`config.mk`:
```
export PLATFORM = sky130hd
export DESIGN_NAME = aes_result_ser
export DESIGN_NICKNAME = d
export VERILOG_FILES = /design/src/rtl/aes_pkg.sv /design/src/rtl/aes_crc8.sv /design/src/rtl/aes_result_ser.sv
export SDC_FILE = /design/constraint.sdc
export NUM_CORES = 1
export LEC_CHECK = 0
export ABC_CLOCK_PERIOD_IN_PS = 1800
export BUFFER_PORTS_ARGS = -buffer_cell sky130_fd_sc_hd__buf_2
export CORE_UTILIZATION = 39
export CTS_CLUSTER_DIAMETER = 200
export DETAILED_ROUTE_END_ITERATION = 6
export SYNTH_ARGS = -nofsm -noshare
export SYNTH_HDL_FRONTEND = slang
export SYNTH_SLANG_ARGS = --single-unit
```
`constraint.sdc`:
```
create_clock -name clk -period 1.8 [get_ports clk]
set_clock_uncertainty 0.2 [all_clocks]
set_input_delay 0.09 -clock clk [delete_from_list [all_inputs] [get_ports clk]]
set_output_delay 0.09 -clock clk [all_outputs]
set_load 0.02 [all_outputs]
```
`src/rtl/aes_pkg.sv`:
```
// aes_pkg: shared state type and constants for aes_result_ser (TRAIL state exists only with AES_SER_CRC_EN)
package aes_pkg;
  localparam int AES_BLK_BYTES = 16;
  localparam logic [7:0] CRC8_POLY = 8'h07;
`ifdef AES_SER_CRC_EN
  typedef enum logic [1:0] {IDLE, SEND, TRAIL} ser_state_e;
`else
  typedef enum logic [1:0] {IDLE, SEND} ser_state_e;
`endif
endpackage

```
`src/rtl/aes_crc8.sv`:
```
// aes_crc8: combinational CRC-8 (poly 0x07, MSB-first) update of one data byte
module aes_crc8
  import aes_pkg::*;
(
  input  logic [7:0] crc_i,
  input  logic [7:0] data_i,
  output logic [7:0] crc_o
);
  logic [7:0] c;
  // shift the combined byte through the polynomial one bit at a time
  always_comb begin
    c = crc_i ^ data_i;
    for (int i = 0; i < 8; i++) c = c[7] ? (c << 1) ^ CRC8_POLY : c << 1;
    crc_o = c;
  end
endmodule

```
`src/rtl/aes_result_ser.sv`:
```
// aes_result_ser: serialises a 128-bit cipher result into a valid/ready byte stream; AES_SER_CRC_EN appends a CRC-8 trailer byte
module aes_result_ser
  import aes_pkg::*;
#(
  parameter bit MSB_FIRST = 1'b1
) (
  input  logic         clk,
  input  logic         rst_n,
  input  logic         done,
  input  logic [127:0] text_out,
  output logic [7:0]   result,
  output logic         result_valid,
  input  logic         result_ready,
  output logic         busy,
  output logic         overrun,
  input  logic         clr_ovr
);
  ser_state_e state_q, state_d;
  logic [127:0] hold_q, hold_d;
  logic [3:0] idx_q, idx_d;
  logic done_q, ovr_q, ovr_d, cap, xfer, last;
  logic [7:0] byte_sel;
  assign cap = done & ~done_q;
  assign xfer = result_valid & result_ready;
  assign last = idx_q == 4'(AES_BLK_BYTES - 1);
  assign byte_sel = hold_q[(MSB_FIRST ? {~idx_q, 3'b000} : {idx_q, 3'b000}) +: 8];
  assign result_valid = state_q != IDLE;
  assign busy = result_valid;
  assign overrun = ovr_q;
`ifdef AES_SER_CRC_EN
  logic [7:0] crc_q, crc_d, crc_nxt;
  aes_crc8 u_crc (
    .crc_i (crc_q),
    .data_i(byte_sel),
    .crc_o (crc_nxt)
  );
  assign result = state_q == SEND ? byte_sel : state_q == TRAIL ? crc_q : 8'h00;
`else
  assign result = state_q == SEND ? byte_sel : 8'h00;
`endif
  // next state: capture only from IDLE, advance one byte per transfer, a capture while busy only flags overrun
  always_comb begin
    state_d = state_q;
    hold_d = hold_q;
    idx_d = idx_q;
    ovr_d = (cap & busy) | (ovr_q & ~clr_ovr);
`ifdef AES_SER_CRC_EN
    crc_d = crc_q;
`endif
    if (state_q == IDLE && cap) begin
      state_d = SEND;
      hold_d = text_out;
      idx_d = '0;
`ifdef AES_SER_CRC_EN
      crc_d = '0;
`endif
    end
    if (state_q == SEND && xfer) begin
      idx_d = idx_q + 4'd1;
`ifdef AES_SER_CRC_EN
      crc_d = crc_nxt;
      state_d = last ? TRAIL : SEND;
`else
      state_d = last ? IDLE : SEND;
`endif
    end
`ifdef AES_SER_CRC_EN
    if (state_q == TRAIL && xfer) state_d = IDLE;
`endif
  end
  // state, holding register, index, edge detector and sticky overrun
  always_ff @(posedge clk or negedge rst_n)
    if (!rst_n) begin
      state_q <= IDLE;
      hold_q <= '0;
      idx_q <= '0;
      done_q <= 1'b0;
      ovr_q <= 1'b0;
    end else begin
      state_q <= state_d;
      hold_q <= hold_d;
      idx_q <= idx_d;
      done_q <= done;
      ovr_q <= ovr_d;
    end
`ifdef AES_SER_CRC_EN
  // running CRC over the bytes transferred so far in this block
  always_ff @(posedge clk or negedge rst_n)
    if (!rst_n) crc_q <= '0;
    else crc_q <= crc_d;
`endif
endmodule

```
# Word level (Yosys, flattened, before mapping)

Index checks and enable logic that the tools add are counted.

Bits in registers: 136
Bits of input ports: 133
Output and inout bits: 11
Word-level logic and storage cells: 28

Add/subtract/negate cells: 1
Equal/unequal tests: 2
Shifts and indexed selects: 1
Muxes and demuxes: 6
Bitwise operators: 8
Reductions and logical operators: 5

Operator list:

| operator            | count |
|---|---|
| $shiftx 128x8->8    | 1 |
| $mux 4              | 2 |
| $mux 8              | 1 |
| $add 4x1->4 const B | 1 |
| $and 1x1->1         | 4 |
| $eq 4x4->1 const B  | 1 |
| $mux 2              | 2 |
| $not 4->4           | 1 |
| $reduce_bool 2->1   | 2 |
| $eq 2x1->1 const B  | 1 |
| $logic_and 1x1->1   | 2 |
| $logic_not 2->1     | 1 |
| $not 1->1           | 2 |
| $mux 1              | 1 |
| $or 1x1->1          | 1 |

# Longest topological paths before layout

Gate-level depths: netlist (run 1).

Word-level depth: 5
Depth in mapped cells: 7
Depth with buffers taken out: 4

# Worst setup path after synthesis (run 1)

Ideal clock, no wire load.

Path type: register to output
From: register idx_q[0]
To: output port result[4]
Arrival time: 1.574 ns
Data required time: 1.510 ns
Slack: -0.064 ns
Cell stages (with the launch flop): 8
Path buffers: 3
Cells stage by stage: dfrtp_1 buf_6 buf_12 buf_6 mux2i_1 a22oi_1 nand2_1 o21ai_0

Cells in the longest elaborated chain, start to end: 3

Ends and longest elaborated chain:

| what                   | line                 | RTL |
|---|---|---|
| start, declared        | aes_result_ser.sv:20 | `logic [3:0] idx_q, idx_d;` |
| start signal, assigned | aes_result_ser.sv:82 | `idx_q <= idx_d;` |
| $not 4->4              | aes_result_ser.sv:26 | `assign byte_sel = hold_q[(MSB_FIRST ? {~idx_q, 3'b000} : {idx_q, 3'b000}) +: 8];` |
| $shiftx 128x8->8       | aes_result_ser.sv:26 |  |
| $mux 8                 | aes_result_ser.sv:39 | `assign result = state_q == SEND ? byte_sel : 8'h00;` |
| end, declared          | aes_result_ser.sv:11 | `output logic [7:0] result,` |

No other way between the ends.

# Final worst setup path (run 1)

From: register idx_q[0]
To: output port result[5]

Same word-level chain as after synthesis.

==> metrics.md, run 1 <==
| Metric | Value |
|---|---|
| Synth Area in Compound Gates | `0.0436` |
| Diodes inserted | `0` |
| RePlAce Congestion | `~0.8` |
| Die area | `approximately 16000 um2` |
| Worst setup EP type | `output port` |
| Clock sinks | `around 140` |
| Core Rows | `45` |
| Maxcap violations | `0` |
| Startpoint types | `flip-flop` |
| CP startpoint | `idx_q[0]` |
| Critical Path RT | `around 1.5 ns` |
| Initial drt markers | `202` |
| Synth unique cells | `25` |
| Fin crit share | `1.31` |
| Reg clk slew, reported paths | `approximately 0.06 ns` |
| CP endpoint | `result[5]` |
| Buffers on Ports | `between 100 and 150` |
| R2r setup slk | `0 ns` |
| Syn_nets | `about 560` |
| Final WS setup | `-0.565 ns` |
| Yosys Warn Count | `0` |
| Drt wl/cell | `19.9 um` |
| Final hold viol count | `0` |
| Final wirelength | `~19000 um` |
| First-pass GRT wire length | `between 20000 and 30000 um` |
| Largest family of logic cells by synthesized area | `multiplexers` |
| PD cells | `between 1500 and 2000 nW/um2` |
| Crit path time final | `roughly 2.4 ns` |
| Unrepaired setup endpoints after global routing | `yes` |
| Adder-cell share of the synthesized area | `0.00202` |
| Total Routing Usage GR | `0.217` |
| Post-synthesis sequential area ratio | `0.544` |
| Number of global-route vias before repair | `roughly 5000` |
| Clock buffer depth | `2` |
| Initial antenna violation count | `0` |
| Met3 WL | `approximately 670 um` |
| Pre-Repair DR Iteration Count | `4` |
| Via count | `about 4800` |
| Max layer used | `met4` |
| Largest net degree at the start of global routing | `58` |
| Most frequent cells in the layout | `dfrtp_1, buf_2, dlygate4sd3_1` |
| Min Hold Slack | `0.134 ns` |
| Failing checks | `setup timing` |
| Met2 wire len | `around 9600 um` |
| Clock root buffer master | `clkbuf_16` |
| Top Ports | `144` |
| Synth Area in XOR/XNOR | `0.00423` |
| Synth-to-Final Area Change | `63.4%` |
| Die Y | `between 100 and 150 um` |
| CTS tree | `built` |
| Mapped cell area | `6200 um2` |
| Layout cell share with drive strength beyond 1 | `0.492` |
| Reg-to-Reg End | `hold_q[33]` |
| Post-Route Utilization | `0.659` |
| CTS Buf Count | `17` |
| Post-DP HPWL | `approximately 12000 um` |
| Clk_lat worst skew | `about 0.42 ns` |
| DRC Markers | `0` |
| H-tree depth | `4` |
| Fillers | `~1100` |
| ANT nets after route | `0` |
| Worst-Margin Slew | `~0.51 ns` |
| Crit Path Category | `flip-flop to output port` |
| # nets final | `roughly 870` |
| Seq cells post-synth | `between 100 and 150` |
| Maximum VDD drop | `~1000 uV` |
| Final-report max-slew violation count | `0` |
| Initial cell density of the core | `0.404` |
| GRT overflow | `0` |
| Mapped Cells | `approximately 430` |
| Sequential Area | `between 3000 and 4000 um2` |
| CP max FO | `4` |
| DR vias/cell | `around 5` |
| DRT met1 WL | `approximately 8400 um` |
| Setup Viol. Count Final | `10` |
| Pre-CTS WS | `-0.183 ns` |
| Mux cell area share after synthesis | `0.339` |
| R2r startpoint | `done_q` |
| Die X | `~130 um` |
| Fmax | `roughly 420 MHz` |
| Area of the multi-input gates | `about 3000 um2` |
| Post-synthesis simple-gate area fraction | `0.0268` |
| Outcome | `finished with violations` |
| Critical Path AT | `around 2.1 ns` |
| FF-to-FF path depth | `6` |
| Syn_area_per_cell | `about 14 um2` |
| Core box area | `15400 um2` |
| Max-slew headroom | `0.661` |
| P_leak | `between 4 and 5 nW` |
| HP Class | `input pin to flip-flop` |
==> stage by stage <==
stage	instance area [um2]	TNS, ns	std cells	power, mW
3_5_place_dp	7310	-1.16	779	11.0
3_3_place_gp	7310	-1.08	779	10.9
5_1_grt	10100	-8.93	959	16.8
2_1_floorplan	6200	0	428	9.15
6_report	10100	-4.20	959	16.0
4_1_cts	9280	-4.28	946	14.9
==> synth_stat cells <==
cell | count | area, um2
buf_6 | 6 | 67.6
o211ai_1 | 3 | 22.5
mux2_2 | 128 | 1440
inv_1 | 2 | 7.51
a22o_1 | 4 | 35.0
clkbuf_1 | 5 | 18.8
nand3_1 | 9 | 45.0
nand2b_1 | 1 | 6.26
buf_4 | 15 | 113
o21ai_0 | 6 | 30.0
ha_1 | 1 | 12.5
xnor2_1 | 2 | 17.5
mux4_2 | 9 | 203
and2_1 | 2 | 12.5
buf_2 | 4 | 20.0
xor2_1 | 1 | 8.76
nor2_1 | 6 | 22.5
o2111ai_1 | 1 | 8.76
nand2_1 | 13 | 48.8
dfrtp_1 | 135 | 3380
a22oi_1 | 22 | 165
nor2b_1 | 5 | 31.3
mux2i_1 | 46 | 460
a41oi_1 | 1 | 8.76
buf_12 | 1 | 20.0
==> logic make-up (layout without fill, tap and decap cells) <==
logic type,count (synthesis),after routing
adders and majority gates,1,1
AOI/OAI and AO/OA,37,37
and+or+nand+nor,36,36
buffers and inverters,33,353
xor gates and xnor gates,3,3
DFF,135,135
muxes,183,183
==> state kept, by name, indices dropped and copies added, names as in the netlist <==
name,count
hold_q,128
state_q,1
overrun,1
done_q,1
idx_q,4
==> how the worst min path moves through the flow <==
stage	start	endpoint	slack, ns	depth (start not counted)
after floorplan	rst_n	done_q	-0.41	0
after global placement	rst_n	hold_q[76]	-0.17	1
after detailed placement	rst_n	hold_q[96]	-0.16	1
after CTS	done	done_q	0.11	2
after global routing	done	done_q	0.13	2
final	done	done_q	0.13	2
==> area by class of cell <==
| class | count | share of cell area |
|---|---|---|
| flip-flops and latches | 135 | 0.334 |
| well taps | 211 | 0.0260 |
| clock buffers | 19 | 0.0437 |
| clock inverters | 10 | 0.00827 |
| multi-input cells | 260 | 0.305 |
| repair buffers | 322 | 0.283 |
| inverters | 2 | 0.000741 |
==> routing by layer <==
metal  vias up  track usage
met4         0       0.0782
met3        22       0.0476
met5         -            0
met2       131        0.379
met1      2444        0.264
li1       2188            -
==> worst max-delay path: stages, from the launching register on <==
cell	delay [ns]
dfrtp_4	0.51
buf_12	0.15
mux4_2	0.44
o211ai_1	0.31
nand2_2	0.11
buf_6	0.14
==> report_power, final <==
part,internal (mW),switching (mW)
clock,1.89,1.28
combinational,4.34,2.98
sequential,4.51,0.998
==> repair_timing <==
item | 4_1_cts | 5_1_grt
gates resized for setup | 17 | 147
hold endpoints to repair | 270 | 0
hold buffers | 133 | 0
pin swaps | 8 | 8
endpoints found under the setup margin | 57 | 133
setup buffers | 5 | 1
gates cloned | 0 | 12
No activity file was read; power rests on OpenSTA's default activity.
==> inputs of run 2 (changes only) <==
--- a/config.mk
+++ b/config.mk
@@ -5,6 +5,7 @@
 export SDC_FILE = /design/constraint.sdc
 export NUM_CORES = 1
 export LEC_CHECK = 0
+export ABC_AREA = 1
 export ABC_CLOCK_PERIOD_IN_PS = 1800
 export BUFFER_PORTS_ARGS = -buffer_cell sky130_fd_sc_hd__buf_2
 export CORE_UTILIZATION = 39
==> run 2 against run 1 <==
The flow still finishes with violations (setup timing). Flip-flop and latch count unchanged. Largest cell class unchanged. Non-clock buffer count shrank 9. Cell area shrank 0.56%.
==> metrics.md, run 2 <==
| Metric | Value |
|---|---|
| Final WS setup | `-0.443 ns (was -0.565 ns)` |
| CTS Buf Count | `17 (unchanged)` |
| Top Ports | `144 (unchanged)` |
| Yosys top cell area share | `0.516 (was 0.544)` |
| HP Class | `input pin to flip-flop (unchanged)` |
| Sequential share of power | `0.319 (was 0.345)` |
| Crit Path Category | `flip-flop to output port (unchanged)` |
| Asr flop ratio synth | `1.00 (unchanged)` |
| Synth Area in XOR/XNOR | `0.00134 (was 0.00423)` |
| Failing checks | `setup timing (unchanged)` |
| Final hold viol count | `0 (unchanged)` |
| Finished Cell Area | `10100 um2 (about the same)` |
| Yosys Warn Count | `0 (unchanged)` |
| Synth Area in Compound Gates | `0.0860 (was 0.0436)` |
| Buffers on Ports | `143 (unchanged)` |
| Synth unique cells | `20 (was 25)` |
| PD cells | `1550 nW/um2 (was 1580 nW/um2)` |
| Clock root buffer master | `clkbuf_16 (unchanged)` |
| Fmax | `446 MHz (was 423 MHz)` |
| Tot Pwr | `15.6 mW (was 16.0 mW)` |
| Synth-to-Final Area Change | `53.9% (was 63.4%)` |
| RePlAce Congestion | `0.819 (was 0.823)` |
| Total Routing Usage GR | `0.234 (was 0.217)` |
| Pre-CTS WS | `-0.0459 ns (was -0.183 ns)` |
| Initial antenna violation count | `0 (unchanged)` |
| Mapped Cells | `812 (was 428)` |
| Initial drt markers | `346 (was 202)` |
| H-tree depth | `4 (unchanged)` |
| CP max FO | `16 (was 4)` |
| Die Y | `132 um (was 128 um)` |
| Reg clk slew, reported paths | `0.06 ns (about the same)` |
| P_leak | `5.12 nW (was 4.74 nW)` |
| Adder-cell share of the synthesized area | `0.00191 (was 0.00202)` |
| CTS tree | `built (unchanged)` |
| Seq cells post-synth | `135 (unchanged)` |
| Max reg flops | `128 (unchanged)` |
| Most common cell after layout, fill and taps aside | `nor2_1` |
| Maximum VDD drop | `1060 uV (was 1040 uV)` |
| GRT overflow | `0 (unchanged)` |
| Fin crit share | `1.25 (was 1.31)` |
| Largest family of logic cells by synthesized area | `simple AND/OR/NAND/NOR gates (was multiplexers)` |
| Top cell types by occurrence after synthesis | `nor2_1, dfrtp_1, nand2_1, a21oi_1, inv_1 (was dfrtp_1, mux2_2, mux2i_1, a22oi_1, buf_4)` |
| Die X | `132 um (was 128 um)` |
| Clk_lat worst skew | `0.42 ns (about the same)` |
| Clock power frac | `0.233 (was 0.198)` |
| Post-synth top flop | `dfrtp_1 (unchanged)` |
| Largest cells by area after synthesis | `dfrtp_1, nor2_1, a21oi_1, nand2_1, nand3_1 (was dfrtp_1, mux2_2, mux2i_1, mux4_2, a22oi_1)` |
| Via count | `6303 (was 4785)` |
| Min Hold Slack | `0.191 ns (was 0.134 ns)` |
| Setup TNS | `-3.40 ns (was -4.20 ns)` |
| Mux cell area share after synthesis | `0.0550 (was 0.339)` |
| Post-DP HPWL | `12900 um (was 11600 um)` |
| Count leader, synth | `nor2_1 (was dfrtp_1)` |
| Worst setup EP type | `output port (unchanged)` |
| Maxcap violations | `0 (unchanged)` |
| Core Rows | `47 (was 45)` |
| Post-Route Utilization | `0.612 (was 0.659)` |
| Final cell count without fillers | `1326 (was 959)` |
| Final-report max-slew violation count | `0 (unchanged)` |
| EDFF count, synth | `0 (unchanged)` |
| Switching Share | `0.372 (was 0.328)` |
| Sw power | `5.80 mW (was 5.25 mW)` |
| Placed instance count | `1152 (was 779)` |
| Post-synthesis simple-gate area fraction | `0.232 (was 0.0268)` |
| Critical Path AT | `1.95 ns (was 2.07 ns)` |
| Outcome | `finished with violations (unchanged)` |
| ANT nets after route | `0 (unchanged)` |
| Clock sinks | `135 (unchanged)` |
| Diodes inserted | `0 (unchanged)` |
| Startpoint types | `flip-flop (unchanged)` |
| First-pass GRT wire length | `31500 um (was 26500 um)` |
| Internal Power | `9.81 mW (was 10.7 mW)` |
| Largest Register | `hold_q (unchanged)` |
| Number of global-route vias before repair | `6156 (was 5111)` |
| Max-slew headroom | `0.712 (was 0.661)` |
| Syn_area_per_cell | `8.07 um2 (was 14.5 um2)` |
| Most frequent cells in the layout | `nor2_1, dfrtp_1, buf_2 (was dfrtp_1, buf_2, dlygate4sd3_1)` |
| Synth area leader | `dfrtp_1 (unchanged)` |
| Pre-Repair DR Iteration Count | `5 (was 4)` |
| Logic pwr share | `0.448 (was 0.457)` |
| Core box area | `16500 um2 (was 15400 um2)` |
| # nets final | `1227 (was 872)` |
| Syn_nets | `946 (was 562)` |
| Setup Viol. Count Final | `8 (was 10)` |
| DR vias/cell | `4.75 (was 4.99)` |
| Unrepaired setup endpoints after global routing | `yes (unchanged)` |
| Clock buffer depth | `2 (unchanged)` |
| Layout cell share with drive strength beyond 1 | `0.272 (was 0.492)` |
| DRC Markers | `0 (unchanged)` |
| Largest net degree at the start of global routing | `61 (was 58)` |
| Drt wl/cell | `14.8 um (was 19.9 um)` |
| Post-Place Cell Area | `7620 um2 (was 7310 um2)` |
| Worst-Margin Slew | `0.433 ns (was 0.506 ns)` |
| Die area | `17300 um2 (was 16400 um2)` |
| Critical Path RT | `1.51 ns (about the same)` |
| Crit path time final | `2.24 ns (was 2.36 ns)` |
| Post-synthesis sequential area ratio | `0.516 (was 0.544)` |
| Biggest regs | `hold_q (128), idx_q (4) (unchanged)` |
| Mapped cell area | `6550 um2 (was 6200 um2)` |
| Initial cell density of the core | `0.398 (was 0.404)` |
| Final wirelength | `19700 um (was 19100 um)` |
==> run 2: cell count changes in the layout (fill, tap and decap cells not counted), sizes merged, moves of 4 or more <==
cell    delta
a21oi    +104
clkbuf     -7
mux2i     -46
nand3     +73
a22oi     -22
mux2      -96
nand2    +121
nor2b      -5
mux4       -9
a22o       -4
inv      +101
nor2     +154
==> run 2: worst paths after layout <==
check                                 start          end  slack (ns)  cells after the start
worst max-delay path               idx_q[0]    result[5]       -0.44                      8
worst min-delay path                   done       done_q        0.19                      2
worst max register to register   state_q[0]  hold_q[123]        0.19                      4
worst min register to register  hold_q[124]  hold_q[124]        0.30                      1
max in group asynchronous             rst_n   hold_q[75]        0.30                      4
min in group asynchronous             rst_n   hold_q[11]        0.49                      3
==> run 2: power groups by stage <==
| stage | clock [mW] | sequential [mW] | combinational, mW |
|---|---|---|---|
| final | 3.64 | 4.98 | 7.00 |
| after global routing | 3.81 | 5.12 | 7.70 |
| after CTS | 3.69 | 4.96 | 6.13 |
| after detailed placement | 0 | 5.01 | 5.52 |
| after global placement | 0 | 4.97 | 5.46 |
| after floorplan | 0 | 4.79 | 3.86 |
==> run 2: final cells by class <==
type | instances | area (um2)
inverter | 105 | 397
multi-input combinational | 521 | 2750
sequential | 135 | 3380
fill | 1441 | 6390
clock buffer | 18 | 439
tap | 220 | 275
clock inverter | 14 | 181
timing repair buffer | 313 | 2650
==> run 2: logic make-up (layout without fill, tap and decap cells) <==
family | count (synthesis) | after routing
buffers and inverters | 156 | 450
AND/OR/NAND/NOR | 376 | 376
adder cells (fa/ha/maj) | 1 | 1
XOR/XNOR | 1 | 1
AO/OA/AOI/OAI | 111 | 111
flip-flops | 135 | 135
multiplexers | 32 | 32
==> run 2: per-layer routing <==
metal,global-route usage,part of all wire,vias up,wire (um)
li1,-,-,3105,-
met1,0.334,0.49,2983,9560
met2,0.352,0.45,190,8760
met3,0.0498,0.050,25,986
met4,0.0756,0.018,0,346
met5,0,0,-,0
==> run 2: critical path: stages (launching register included) <==
cell	delay, ns
dfrtp_4	0.53
buf_6	0.15
buf_12	0.14
nand2_1	0.09
nand3_2	0.09
nand3_2	0.07
nand3_2	0.10
a21oi_2	0.19
buf_4	0.16
==> run 2: timing repair <==
item,4_1_cts,5_1_grt
hold buffers,133,0
pin swaps,2,31
gates resized for setup,29,58
setup endpoints to repair,8,8
gates cloned,0,6
endpoints found under the hold margin,270,0
setup buffers,0,3
==> inputs of run 3 (changes only) <==
--- a/config.mk
+++ b/config.mk
@@ -8,6 +8,7 @@
 export ABC_AREA = 1
 export ABC_CLOCK_PERIOD_IN_PS = 1800
 export BUFFER_PORTS_ARGS = -buffer_cell sky130_fd_sc_hd__buf_2
+export CORE_ASPECT_RATIO = 1.2
 export CORE_UTILIZATION = 39
 export CTS_CLUSTER_DIAMETER = 200
 export DETAILED_ROUTE_END_ITERATION = 6
==> run 3 against run 2 <==
The run still ends with setup timing left. Final cell count hardly changed. Wire length is 4.2% higher. Sequential power hardly changed. Setup slack worse by 0.026 ns. Critical endpoint is now result[6]. Largest power group unchanged.
==> metrics.md, run 3 (same netlist as run 2, synthesis figures left out) <==
| Metric | Value |
|---|---|
| Outcome | `finished with violations (unchanged)` |
| Failing checks | `setup timing (unchanged)` |
| CP max-delay cell | `dfrtp_4 (unchanged)` |
| P_leak | `5.10 nW (was 5.12 nW)` |
| Drt wl/cell | `15.5 um (was 14.8 um)` |
| Final WS setup | `-0.469 ns (was -0.443 ns)` |
| DR vias/cell | `4.88 (was 4.75)` |
| Final-report max-slew violation count | `0 (unchanged)` |
| Clk_lat worst skew | `0.42 ns (about the same)` |
| Maxcap violations | `0 (unchanged)` |
| Top Ports | `144 (unchanged)` |
| H-tree depth | `4 (unchanged)` |
| Clock buffer depth | `2 (unchanged)` |
| Buffers on Ports | `143 (unchanged)` |
| Clock root buffer master | `clkbuf_16 (unchanged)` |
| Pre-Repair DR Iteration Count | `5 (unchanged)` |
| GRT overflow | `0 (unchanged)` |
| First-pass GRT wire length | `32300 um (was 31500 um)` |
| ANT nets after route | `0 (unchanged)` |
| Tot Pwr | `15.4 mW (was 15.6 mW)` |
| Final cell count without fillers | `1325 (was 1326)` |
| Biggest cell delay along the critical path | `0.52 ns (was 0.53 ns)` |
| Cell Chain, Critical Path | `buf_12 > buf_16 > nand2_1 > nand3_1 > nand3_1 > nand3_1 > a21oi_2 > buf_4 (was buf_6 > buf_12 > nand2_1 > nand3_2 > nand3_2 > nand3_2 > a21oi_2 > buf_4)` |
| Die area | `17300 um2 (about the same)` |
| Clock sinks | `135 (unchanged)` |
| Biggest regs | `hold_q (128), idx_q (4) (unchanged)` |
| Instance count on the critical path | `8 (unchanged)` |
| Finished Cell Area | `10000 um2 (was 10100 um2)` |
| Initial cell density of the core | `0.401 (was 0.398)` |
| Maximum VDD drop | `883 uV (was 1060 uV)` |
| Fin crit share | `1.26 (was 1.25)` |
| Largest net degree at the start of global routing | `47 (was 61)` |
| Max reg flops | `128 (unchanged)` |
| Worst-Margin Slew | `0.447 ns (was 0.433 ns)` |
| Final hold viol count | `0 (unchanged)` |
| Die X | `120 um (was 132 um)` |
| Total Routing Usage GR | `0.245 (was 0.234)` |
| Initial drt markers | `478 (was 346)` |
| CTS tree | `built (unchanged)` |
| CP delay by family, top | `flip-flops (unchanged)` |
| Largest Register | `hold_q (unchanged)` |
| RePlAce Congestion | `0.845 (was 0.819)` |
| Final wirelength | `20500 um (was 19700 um)` |
| Fmax | `441 MHz (was 446 MHz)` |
| Placed instance count | `1154 (was 1152)` |
| Unrepaired setup endpoints after global routing | `yes (unchanged)` |
| Worst setup EP type | `output port (unchanged)` |
| CP max FO | `12 (was 16)` |
| Synth-to-Final Area Change | `53.2% (was 53.9%)` |
| Die Y | `144 um (was 132 um)` |
| Max-slew headroom | `0.702 (was 0.712)` |
| Most frequent CP cell | `nand3_1 (was nand3_2)` |
| Diodes inserted | `0 (unchanged)` |
| Fillers | `1433 (was 1441)` |
| Crit Path Category | `flip-flop to output port (unchanged)` |
| Layout cell share with drive strength beyond 1 | `0.259 (was 0.272)` |
| Initial antenna violation count | `0 (unchanged)` |
| Buf/Inv on CP | `3 (unchanged)` |
| Reg clk slew, reported paths | `0.06 ns (about the same)` |
| Post-Place Cell Area | `7680 um2 (was 7620 um2)` |
| FF-to-FF path depth | `4 (unchanged)` |
| PD cells | `1540 nW/um2 (was 1550 nW/um2)` |
| Hold Path Cell Cnt | `2 (unchanged)` |
| Post-DP HPWL | `13200 um (was 12900 um)` |
| Via count | `6470 (was 6303)` |
| DRC Markers | `0 (unchanged)` |
| Setup Viol. Count Final | `8 (unchanged)` |
| Most common cell after layout, fill and taps aside | `nor2_1 (unchanged)` |
| Critical Path AT | `1.98 ns (was 1.95 ns)` |
| HP Class | `input pin to flip-flop (unchanged)` |
| Core box area | `16300 um2 (was 16500 um2)` |
| Crit path time final | `2.27 ns (was 2.24 ns)` |
| Critical Path RT | `1.51 ns (about the same)` |
| # nets final | `1234 (was 1227)` |
| Core Rows | `51 (was 47)` |
| CTS Buf Count | `17 (unchanged)` |
| Startpoint types | `flip-flop (unchanged)` |
| Most frequent cells in the layout | `nor2_1, dfrtp_1, buf_2 (unchanged)` |
| Number of global-route vias before repair | `6404 (was 6156)` |
[run 3: cell types whose count changed in the layout (fill, tap and decap cells not counted), sizes merged]
cell      delta
clkinvlp     +2
clkinv       -4
clkbuf       +2
buf          +8
bufinv       -1
[run 3: power by group]
group	internal (mW)	switching, mW	total, mW	leakage (nW)
Clock	2.32	1.33	3.65	0.293
Combinational	2.97	3.88	6.84	3.34
Sequential	4.42	0.533	4.95	1.47
[run 3: what timing repair did]
item                                   in CTS  in global routing
pin swaps                                  12                  9
gates cloned                                2                  3
setup endpoints to repair                   8                  8
hold buffers                              133                  0
endpoints found under the hold margin     270                  0
resized for setup                          37                 25
setup buffers                               1                  0
[run 3: through the flow]
step	hold WS, ns	util	setup WS (ns)	setup TNS [ns]
2_1_floorplan	-0.406	-	0.159	0
3_3_place_gp	-0.148	0.470	-0.0621	-0.258
3_5_place_dp	-0.150	0.470	-0.0883	-0.379
4_1_cts	0.160	0.603	-0.441	-3.42
5_1_grt	0.175	0.614	-0.531	-4.00
6_report	0.187	0.614	-0.469	-3.42
[run 3: metal layers]
layer  share of wire  vias up  GRT usage
met3           0.039       45     0.0460
met4           0.026        0     0.0994
met2            0.50      189      0.407
met1            0.44     3107      0.315
li1                -     3129          -
met5               0        -          0
[run 3: cell type report]
cell class,instances,area [um2],area share
repair buffers,320,2710,0.270
well taps,212,265,0.0264
clock inverters,11,146,0.0146
clock buffers,21,480,0.0479
inverters,105,397,0.0395
flip-flops and latches,135,3380,0.337
multi-input cells,521,2650,0.264
[run 3: worst paths after layout]
check,from,to,slack [ns]
setup / recovery,idx_q[0],result[6],-0.47
min in group asynchronous,rst_n,hold_q[20],0.50
max in group asynchronous,rst_n,hold_q[68],0.35
setup reg to reg,state_q[0],hold_q[9],0.10
hold reg to reg,hold_q[120],hold_q[120],0.30
hold / removal,done,done_q,0.19
[run 3: worst register-to-register path, stage by stage, from the launching register on]
cell	delay [ns]
dfrtp_1	0.41
inv_1	0.12
nand3_4	0.22
buf_4	0.30
mux2_1	0.33
